===== config.mk =====
export PLATFORM = sky130hd
export DESIGN_NAME = ram_cmd_arbiter
export DESIGN_NICKNAME = d
export VERILOG_FILES = /design/src/rtl/ram_ctrl_pkg.sv /design/src/rtl/rr_arb2.sv /design/src/rtl/ram_cmd_arbiter.sv
export SDC_FILE = /design/constraint.sdc
export NUM_CORES = 1
export LEC_CHECK = 0
export CORE_AREA = 2 2 66 80
export CTS_CLUSTER_DIAMETER = 80
export DETAILED_ROUTE_END_ITERATION = 10
export DIE_AREA = 0 0 68 82
export PLACE_DENSITY = 0.78
export SLEW_MARGIN = 20
export SYNTH_ARGS = -nofsm -noshare
export SYNTH_HDL_FRONTEND = slang
export SYNTH_HIERARCHICAL = 1
export SYNTH_SLANG_ARGS = --single-unit

===== constraint.sdc =====
create_clock -name clk -period 2.15 [get_ports clk]
set_input_delay 0.215 -clock clk [delete_from_list [all_inputs] [get_ports clk]]
set_output_delay 0.215 -clock clk [all_outputs]
set_load 0.01 [all_outputs]

===== src/rtl/ram_ctrl_pkg.sv =====
// Shared types and command opcodes for the command-RAM scheduler.
// The RAM takes two 10-bit words per transaction: {opcode, payload}.
package ram_ctrl_pkg;

    typedef enum logic [2:0] {
        IDLE    = 3'd0,
        ADDR    = 3'd1,
        DATA    = 3'd2,
        WAIT_RD = 3'd3,
        RESP    = 3'd4
    } state_t;

    localparam logic [1:0] CMD_WR_ADDR = 2'b00;
    localparam logic [1:0] CMD_WR_DATA = 2'b01;
    localparam logic [1:0] CMD_RD_ADDR = 2'b10;
    localparam logic [1:0] CMD_RD_DATA = 2'b11;

endpackage


===== src/rtl/rr_arb2.sv =====
// Two-way round-robin grant: on contention the requester that did not win
// last time gets the grant; a lone requester always wins.
module rr_arb2 (
    input  logic [1:0] valid,
    input  logic       last_grant,
    output logic [1:0] gnt
);

    always_comb begin
        gnt = 2'b00;
        if (valid == 2'b11) begin
            gnt = last_grant ? 2'b01 : 2'b10;
        end else begin
            gnt = valid;
        end
    end

endmodule


===== src/rtl/ram_cmd_arbiter.sv =====
// Two-master scheduler for the single-port command RAM: arbitrates, emits the
// two-word command, waits for read data (with timeout) and returns a response.
//
//   state   | meaning
//   --------+------------------------------------------------------------
//   IDLE    | offer ready to the arbiter winner, latch txn on handshake
//   ADDR    | drive address command word
//   DATA    | drive data command word (reads: clear timer)
//   WAIT_RD | wait for ram_tx_valid or timeout
//   RESP    | one-cycle response pulse to the granted master
module ram_cmd_arbiter
    import ram_ctrl_pkg::*;
#(
    parameter int ADDR_W  = 8,
    parameter int DATA_W  = 8,
    parameter int TIMEOUT = 15
) (
    input  logic              clk,
    input  logic              rst_n,

    input  logic              req0_valid,
    output logic              req0_ready,
    input  logic              req0_write,
    input  logic [ADDR_W-1:0] req0_addr,
    input  logic [DATA_W-1:0] req0_wdata,
    output logic              rsp0_valid,
    output logic [DATA_W-1:0] rsp0_rdata,
    output logic              rsp0_err,

    input  logic              req1_valid,
    output logic              req1_ready,
    input  logic              req1_write,
    input  logic [ADDR_W-1:0] req1_addr,
    input  logic [DATA_W-1:0] req1_wdata,
    output logic              rsp1_valid,
    output logic [DATA_W-1:0] rsp1_rdata,
    output logic              rsp1_err,

    output logic [9:0]        ram_din,
    output logic              ram_rx_valid,
    input  logic [7:0]        ram_dout,
    input  logic              ram_tx_valid
);

    localparam int TW = (TIMEOUT > 2) ? $clog2(TIMEOUT) : 1;
    localparam logic [TW-1:0] T_LAST = TW'(TIMEOUT - 1);

    state_t            state, state_nxt;
    logic              last_grant;
    logic              txn_grant;
    logic              txn_write;
    logic [ADDR_W-1:0] txn_addr;
    logic [DATA_W-1:0] txn_wdata;
    logic [DATA_W-1:0] rdata_q;
    logic              err_q;
    logic [TW-1:0]     timer;
    logic [1:0]        gnt;
    logic              any_gnt;

    rr_arb2 u_arb (
        .valid      ({req1_valid, req0_valid}),
        .last_grant (last_grant),
        .gnt        (gnt)
    );

    assign any_gnt = |gnt;

    always_ff @(posedge clk or negedge rst_n) begin
        if (!rst_n) begin
            state <= IDLE;
        end else begin
            state <= state_nxt;
        end
    end

    always_comb begin
        state_nxt    = state;
        req0_ready   = 1'b0;
        req1_ready   = 1'b0;
        ram_din      = 10'h000;
        ram_rx_valid = 1'b0;
        rsp0_valid   = 1'b0;
        rsp1_valid   = 1'b0;
        case (state)
            IDLE: begin
                req0_ready = gnt[0];
                req1_ready = gnt[1];
                if (any_gnt) state_nxt = ADDR;
            end
            ADDR: begin
                ram_rx_valid = 1'b1;
                ram_din      = {txn_write ? CMD_WR_ADDR : CMD_RD_ADDR, txn_addr};
                state_nxt    = DATA;
            end
            DATA: begin
                ram_rx_valid = 1'b1;
                ram_din      = {txn_write ? CMD_WR_DATA : CMD_RD_DATA,
                                txn_write ? txn_wdata : {DATA_W{1'b0}}};
                state_nxt    = txn_write ? RESP : WAIT_RD;
            end
            WAIT_RD: begin
                if (ram_tx_valid || timer == T_LAST) state_nxt = RESP;
            end
            RESP: begin
                rsp0_valid = !txn_grant;
                rsp1_valid = txn_grant;
                state_nxt  = IDLE;
            end
            default: state_nxt = IDLE;
        endcase
    end

    always_ff @(posedge clk or negedge rst_n) begin
        if (!rst_n) begin
            last_grant <= 1'b1;
            txn_grant  <= 1'b0;
            txn_write  <= 1'b0;
            txn_addr   <= '0;
            txn_wdata  <= '0;
            rdata_q    <= '0;
            err_q      <= 1'b0;
            timer      <= '0;
        end else begin
            case (state)
                IDLE: begin
                    if (any_gnt) begin
                        txn_grant <= gnt[1];
                        txn_write <= gnt[1] ? req1_write : req0_write;
                        txn_addr  <= gnt[1] ? req1_addr  : req0_addr;
                        txn_wdata <= gnt[1] ? req1_wdata : req0_wdata;
                        rdata_q   <= '0;
                        err_q     <= 1'b0;
                    end
                end
                DATA: begin
                    if (!txn_write) timer <= '0;
                end
                WAIT_RD: begin
                    if (ram_tx_valid) begin
                        rdata_q <= ram_dout;
                        err_q   <= 1'b0;
                    end else if (timer == T_LAST) begin
                        rdata_q <= '0;
                        err_q   <= 1'b1;
                    end else begin
                        timer <= timer + 1'b1;
                    end
                end
                RESP: begin
                    last_grant <= txn_grant;
                end
                default: ;
            endcase
        end
    end

    // Response data is only visible during the pulse; idle ports read as 0.
    assign rsp0_rdata = rsp0_valid ? rdata_q : '0;
    assign rsp0_err   = rsp0_valid & err_q;
    assign rsp1_rdata = rsp1_valid ? rdata_q : '0;
    assign rsp1_err   = rsp1_valid & err_q;

endmodule

Word-level counts from Yosys, hierarchy flattened

Index checks and enable logic that the tools add are counted.
Widths: inputs -> output; s select.

Flip-flop bits (word level): 35
Output and inout bits: 33
Word-level logic and storage cells: 67

$add $sub $neg: 1
Equality and inequality tests: 12
Mux-type cells: 32
Bitwise operators: 2
Reduce and logical (&&, ||, !) cells: 11

Operators with widths:

| cell                | number |
|---|---|
| $mux 8              | 8 |
| $pmux 10 s2         | 1 |
| $pmux 8 s2          | 1 |
| $mux 4              | 3 |
| $pmux 3 s4          | 1 |
| $ne 2x2->1 const B  | 5 |
| $mux 1              | 9 |
| $mux 3              | 3 |
| $mux 2              | 4 |
| $pmux 4 s2          | 1 |
| $eq 3x2->1 const B  | 2 |
| $add 4x1->4 const B | 1 |
| $eq 4x4->1 const B  | 1 |
| $reduce_and 2->1    | 2 |
| $reduce_and 4->1    | 1 |
| $reduce_bool 2->1   | 2 |
| $reduce_or 2->1     | 2 |
| $eq 3x1->1 const B  | 1 |
| $eq 3x3->1 const B  | 1 |
| $logic_not 3->1     | 1 |
| $ne 3x3->1 const B  | 1 |
| $reduce_and 3->1    | 1 |
| $and 1x1->1         | 2 |
| $eq 2x2->1 const B  | 1 |
| 3 further kinds     | 3 |

Depth between registers and ports, before layout

Gate-level depths: netlist (run 1).

Word-level depth: 5
Depth in mapped cells: 7
Depth with buffers taken out: 5

By module

Netlist (run 1), hierarchy kept.

By module, submodules not included:

| module          | times used | cells each | area each (µm²) |
|---|---|---|---|
| ram_cmd_arbiter | 1          | 202        | 2024.4 |
| rr_arb2         | 1          | 3          | 18.8 |

Least setup slack after synthesis (run 1)

Ideal clock, no wire load.

Kind: flip-flop to flip-flop
Start point: reg last_grant
End point: reg txn_addr[0]
Library setup time: 77 ps
Data arrival time: 1506 ps
Data required time: 2073 ps
Path slack: 567 ps
Cell stages (with the launch flop): 8
Path buffers: 2
Clock period less this slack: 1583 ps
Path through: dfstp_2 -> inv_1 -> a21boi_1 -> or2_1 -> buf_2 -> clkbuf_1 -> a21oi_1 -> a21oi_1

Longest elaborated chain between the ends: 4
Elaborated cells between the ends (all ways): 5
Those cells by class: 3 x mux; 2 x reduce/logical

RTL lines:

| item                       | RTL line               | RTL |
|---|---|---|
| from (decl)                | ram_cmd_arbiter.sv:49  | `logic last_grant;` |
| from (signal assigned)     | ram_cmd_arbiter.sv:150 | `last_grant <= txn_grant;` |
| $mux 2                     | rr_arb2.sv:12          | `gnt = last_grant ? 2'b01 : 2'b10;` |
| $mux 2                     | rr_arb2.sv:11          | `if (valid == 2'b11) begin` |
| net gnt[0]                 | ram_cmd_arbiter.sv:57  | `logic [1:0] gnt;` |
| $reduce_or 2->1            | ram_cmd_arbiter.sv:66  | `assign any_gnt = \|gnt;` |
| $reduce_and 2->1 (no line) | --                     |  |
| to (signal assigned)       | ram_cmd_arbiter.sv:129 | `txn_addr <= gnt[1] ? req1_addr : req0_addr;` |
| to (decl)                  | ram_cmd_arbiter.sv:52  | `logic [ADDR_W-1:0] txn_addr;` |

The timed path passes the listed nets, and every way through them passes these cells.
A chain may end at the register's enable or synchronous reset.

Worst setup path in the final report (run 1)

Start point: reg state[0]
End point: out rsp1_valid

Longest elaborated chain between the ends: 2

RTL lines:

| item                   | RTL line              | RTL |
|---|---|---|
| from (decl)            | ram_cmd_arbiter.sv:48 | `state_t state, state_nxt;` |
| from (signal assigned) | ram_cmd_arbiter.sv:72 | `state <= state_nxt;` |
| $eq 3x3->1             | ram_cmd_arbiter.sv:84 | `case (state)` |
| $mux 1                 | ram_cmd_arbiter.sv:84 |  |
| to (decl)              | ram_cmd_arbiter.sv:35 | `output logic rsp1_valid,` |

No other way between the ends.

==> impl_metrics.ini, run 1 <==
[logic_synthesis]
ys.flop_type = dfrtp_1
ys_ff_latch = 35
yosys.area.top_type = dfrtp_1
synth.top_cell.area_share_pct = 41.6
yosysMostFrequentCell = a21oi_1
syn-instance-count = 205
synth.distinct_cells = 38
syn_avg_cell_area_um2 = 9.97
syn_area_um2 = 2040
async_reset_ff_share_pct = 100
synth-edff-count = 0
ys_seq_area_share_pct = 42.9
synth_common_cells = 37 x a21oi_1, 34 x dfrtp_1, 22 x and2_1
syn-num-nets = 254
synthTopCellsByArea = dfrtp_1 42%, a21oi_1 9.1%, mux2i_1 8.8%
yosysWarnings = 6

[die]
dieArea_um2 = 5580
pin_count = 80
start_util_pct = 42.3
die_h_um = 82
core_area_um2 = 4830
rows = 28
die_w_um = 68

[layout]
nNetsFinal = 337
fillCellCount = 403
layout-drive-gt1-share_pct = 13.5
diodes = 0
synthToLayoutAreaGrowth_pct = 48.6
stdcell_count = 349

[drt]
drt_pass1_iterations = 5
avgViaCountPerCell = 5.38
antenna_left = 0
wl_um = 5020
routedWlPerCell_um = 14.4
drc = 0
dr_total_vias = 1879
first_iter_violations = 48

[clocking]
htree_levels = 2
clkTransAtPathRegs_ps = 80
holdBufCountCts = 0
cts_tree = yes
clkLatencyLatePin_ps = 290
cts_made_buffers = 5
clk_path_buf_depth = 2
cts_sinks = 35
cts_root_buf = clkbuf_8

[timing]
finalSetupTns_ps = 0
setup_viol = 0
hold_violations = 6
layout_setup_ws_ps = 101
fmax_mhz = 488
period_needed_ps = 2050
final_max_slew_viol_count = 0
skew_ps = 8.30
hold-worst-slack_ps = -3.21
finalCritPeriodShare_pct = 95.3
relSlewSlack_pct = 46.8
max_slew.worst_pin.slew_ps = 798
grt_setup_unrepaired = false

[status]
status = finished, violations left
violations = negative hold slack

[grt]
grt_max_degree = 36
antenna_found_initial = 0
grt_use_total_pct = 19.1
grt_first_pass_wirelength_um = 8010
grt_pass1_vias = 1793
gr-total-overflow = 0

[critical_path]
cp_slowest_stage_delay_ps = 550
cp.required_ps = 1930
cp_slowest_cell = clkdlybuf4s50_1
critPathTopFamily = simple AND/OR/NAND/NOR gates
critPathKind = flip-flop to output port
arrival_ps = 1830
worst-r2r-cell-count = 7
cp_cell_sequence = or3b_4, nor2_4, clkdlybuf4s50_1
crit_fanout = 5
worstSetupStartpointType = flip-flop
critPathBufInv = 1
cp_num_cells = 3
end_kind = output port

[placement]
place_inst = 336
dp_hpwl_um = 3610
io_buffers = 79
gp_congestion = 0.733
dp_slack_ps = 217

[power_and_ir_drop]
power_density_nw_per_um2 = 1210
p_leak_nw = 1.55
total_power_mw = 3.67
peakVddDrop_v = 0.000676

[job]
cap_violations = 0

[min_path]
min_path_type = primary input to asynchronous set/reset pin
==> final cells by class <==
type	instances	area (µm²)	share of cell area [%]
clock inverter	2	35.0	1.15
timing repair buffer	93	890	29.3
clock buffer	6	82.6	2.72
multi-input combinational	150	1060	35.1
tap	60	75.1	2.47
inverter	3	11.3	0.371
sequential	35	877	28.9
==> path summary, 6_finish.rpt <==
| check | start | slack, ps | to |
|---|---|---|---|
| setup reg to reg | state[0]$_DFFE_PN0P_ | 340 | txn_wdata[7]$_DFFE_PN0P_ |
| max in group asynchronous | rst_n | 1640 | rdata_q[5]$_DFFE_PN0P_ |
| hold reg to reg | rdata_q[7]$_DFFE_PN0P_ | 510 | rdata_q[7]$_DFFE_PN0P_ |
| min in group clk | rdata_q[7]$_DFFE_PN0P_ | 510 | rdata_q[7]$_DFFE_PN0P_ |
| setup / recovery | state[0]$_DFFE_PN0P_ | 100 | rsp1_valid |
| hold / removal | rst_n | -3 | rdata_q[6]$_DFFE_PN0P_ |
==> registers in the layout, summed over array words and instances, names as in the netlist <==
| register | count |
|---|---|
| txn_wdata | 8 |
| txn_grant | 1 |
| rdata_q | 8 |
| timer | 4 |
| err_q | 1 |
| txn_addr | 8 |
| txn_write | 1 |
| state | 3 |
| last_grant | 1 |
==> cell families (layout without fill, tap and decap cells) <==
family          count (synthesis)  in the layout  synth area share, %
compound gates                 68             68                 21.9
xor+xnor                        1              1                0.429
fa+ha+maj                       2              2                 1.22
buf+inv                        21            104                 5.94
flops                          35             35                 42.9
mux                            20             20                 9.92
simple gates                   58             59                 17.7
==> what timing repair did <==
item                       in CTS  in global routing
gates resized for setup        22                 11
cloned                          1                  0
setup endpoints to repair      23                 10
setup buffers                   3                  1
pin swaps                       1                  1
==> cell usage in the layout (no fill, tap or decap), types with 2 or more instances in the layout <==
cell	count
and2_1	22
clkdlybuf4s50_1	48
a21oi_1	37
nor2_1	11
a22oi_1	8
clkbuf_8	6
dfrtp_1	34
nor2b_1	5
dlymetal6s2s_1	10
nand3_1	5
o21bai_1	2
mux2_2	2
buf_4	15
nor2_4	3
mux2i_1	18
nand4_1	3
ha_1	2
nand2b_1	2
a21boi_2	2
inv_1	3
a31o_2	2
a22o_1	10
a21o_1	2
dlygate4sd2_1	19
==> metrics by stage <==
stage	util (%)	instance area (µm²)
final	62.8	3040
after global routing	62.8	3040
after CTS	62.0	3000
after detailed placement	59.4	2870
after global placement	59.4	2870
after floorplan	-	2040
==> power breakdown <==
group          switching (mW)  internal [mW]  total [mW]
Combinational           0.957          0.919        1.88
Clock                   0.250          0.375       0.625
Sequential              0.206          0.963        1.17
==> layer usage <==
metal  vias to the layer above  track usage (%)  part of all wire, %  wire length [µm]
met5                         -                0                    0                 0
met1                       880             22.2                   40              2010
met4                         0             5.40                  1.1                57
met3                         5             6.44                  8.8               444
li1                        908                -                    -                 -
met2                        86             33.2                   50              2500
No activity file was read; power rests on OpenSTA's default activity.
==> inputs of run 2 (changes only) <==
--- a/config.mk
+++ b/config.mk
@@ -5,6 +5,8 @@
 export SDC_FILE = /design/constraint.sdc
 export NUM_CORES = 1
 export LEC_CHECK = 0
+export ABC_CLOCK_PERIOD_IN_PS = 2150
+export CAP_MARGIN = 20
 export CORE_AREA = 2 2 66 80
 export CTS_CLUSTER_DIAMETER = 80
 export DETAILED_ROUTE_END_ITERATION = 10
==> results of run 2 <==
Final layout, timing and power as in run 1 (identical DEF).
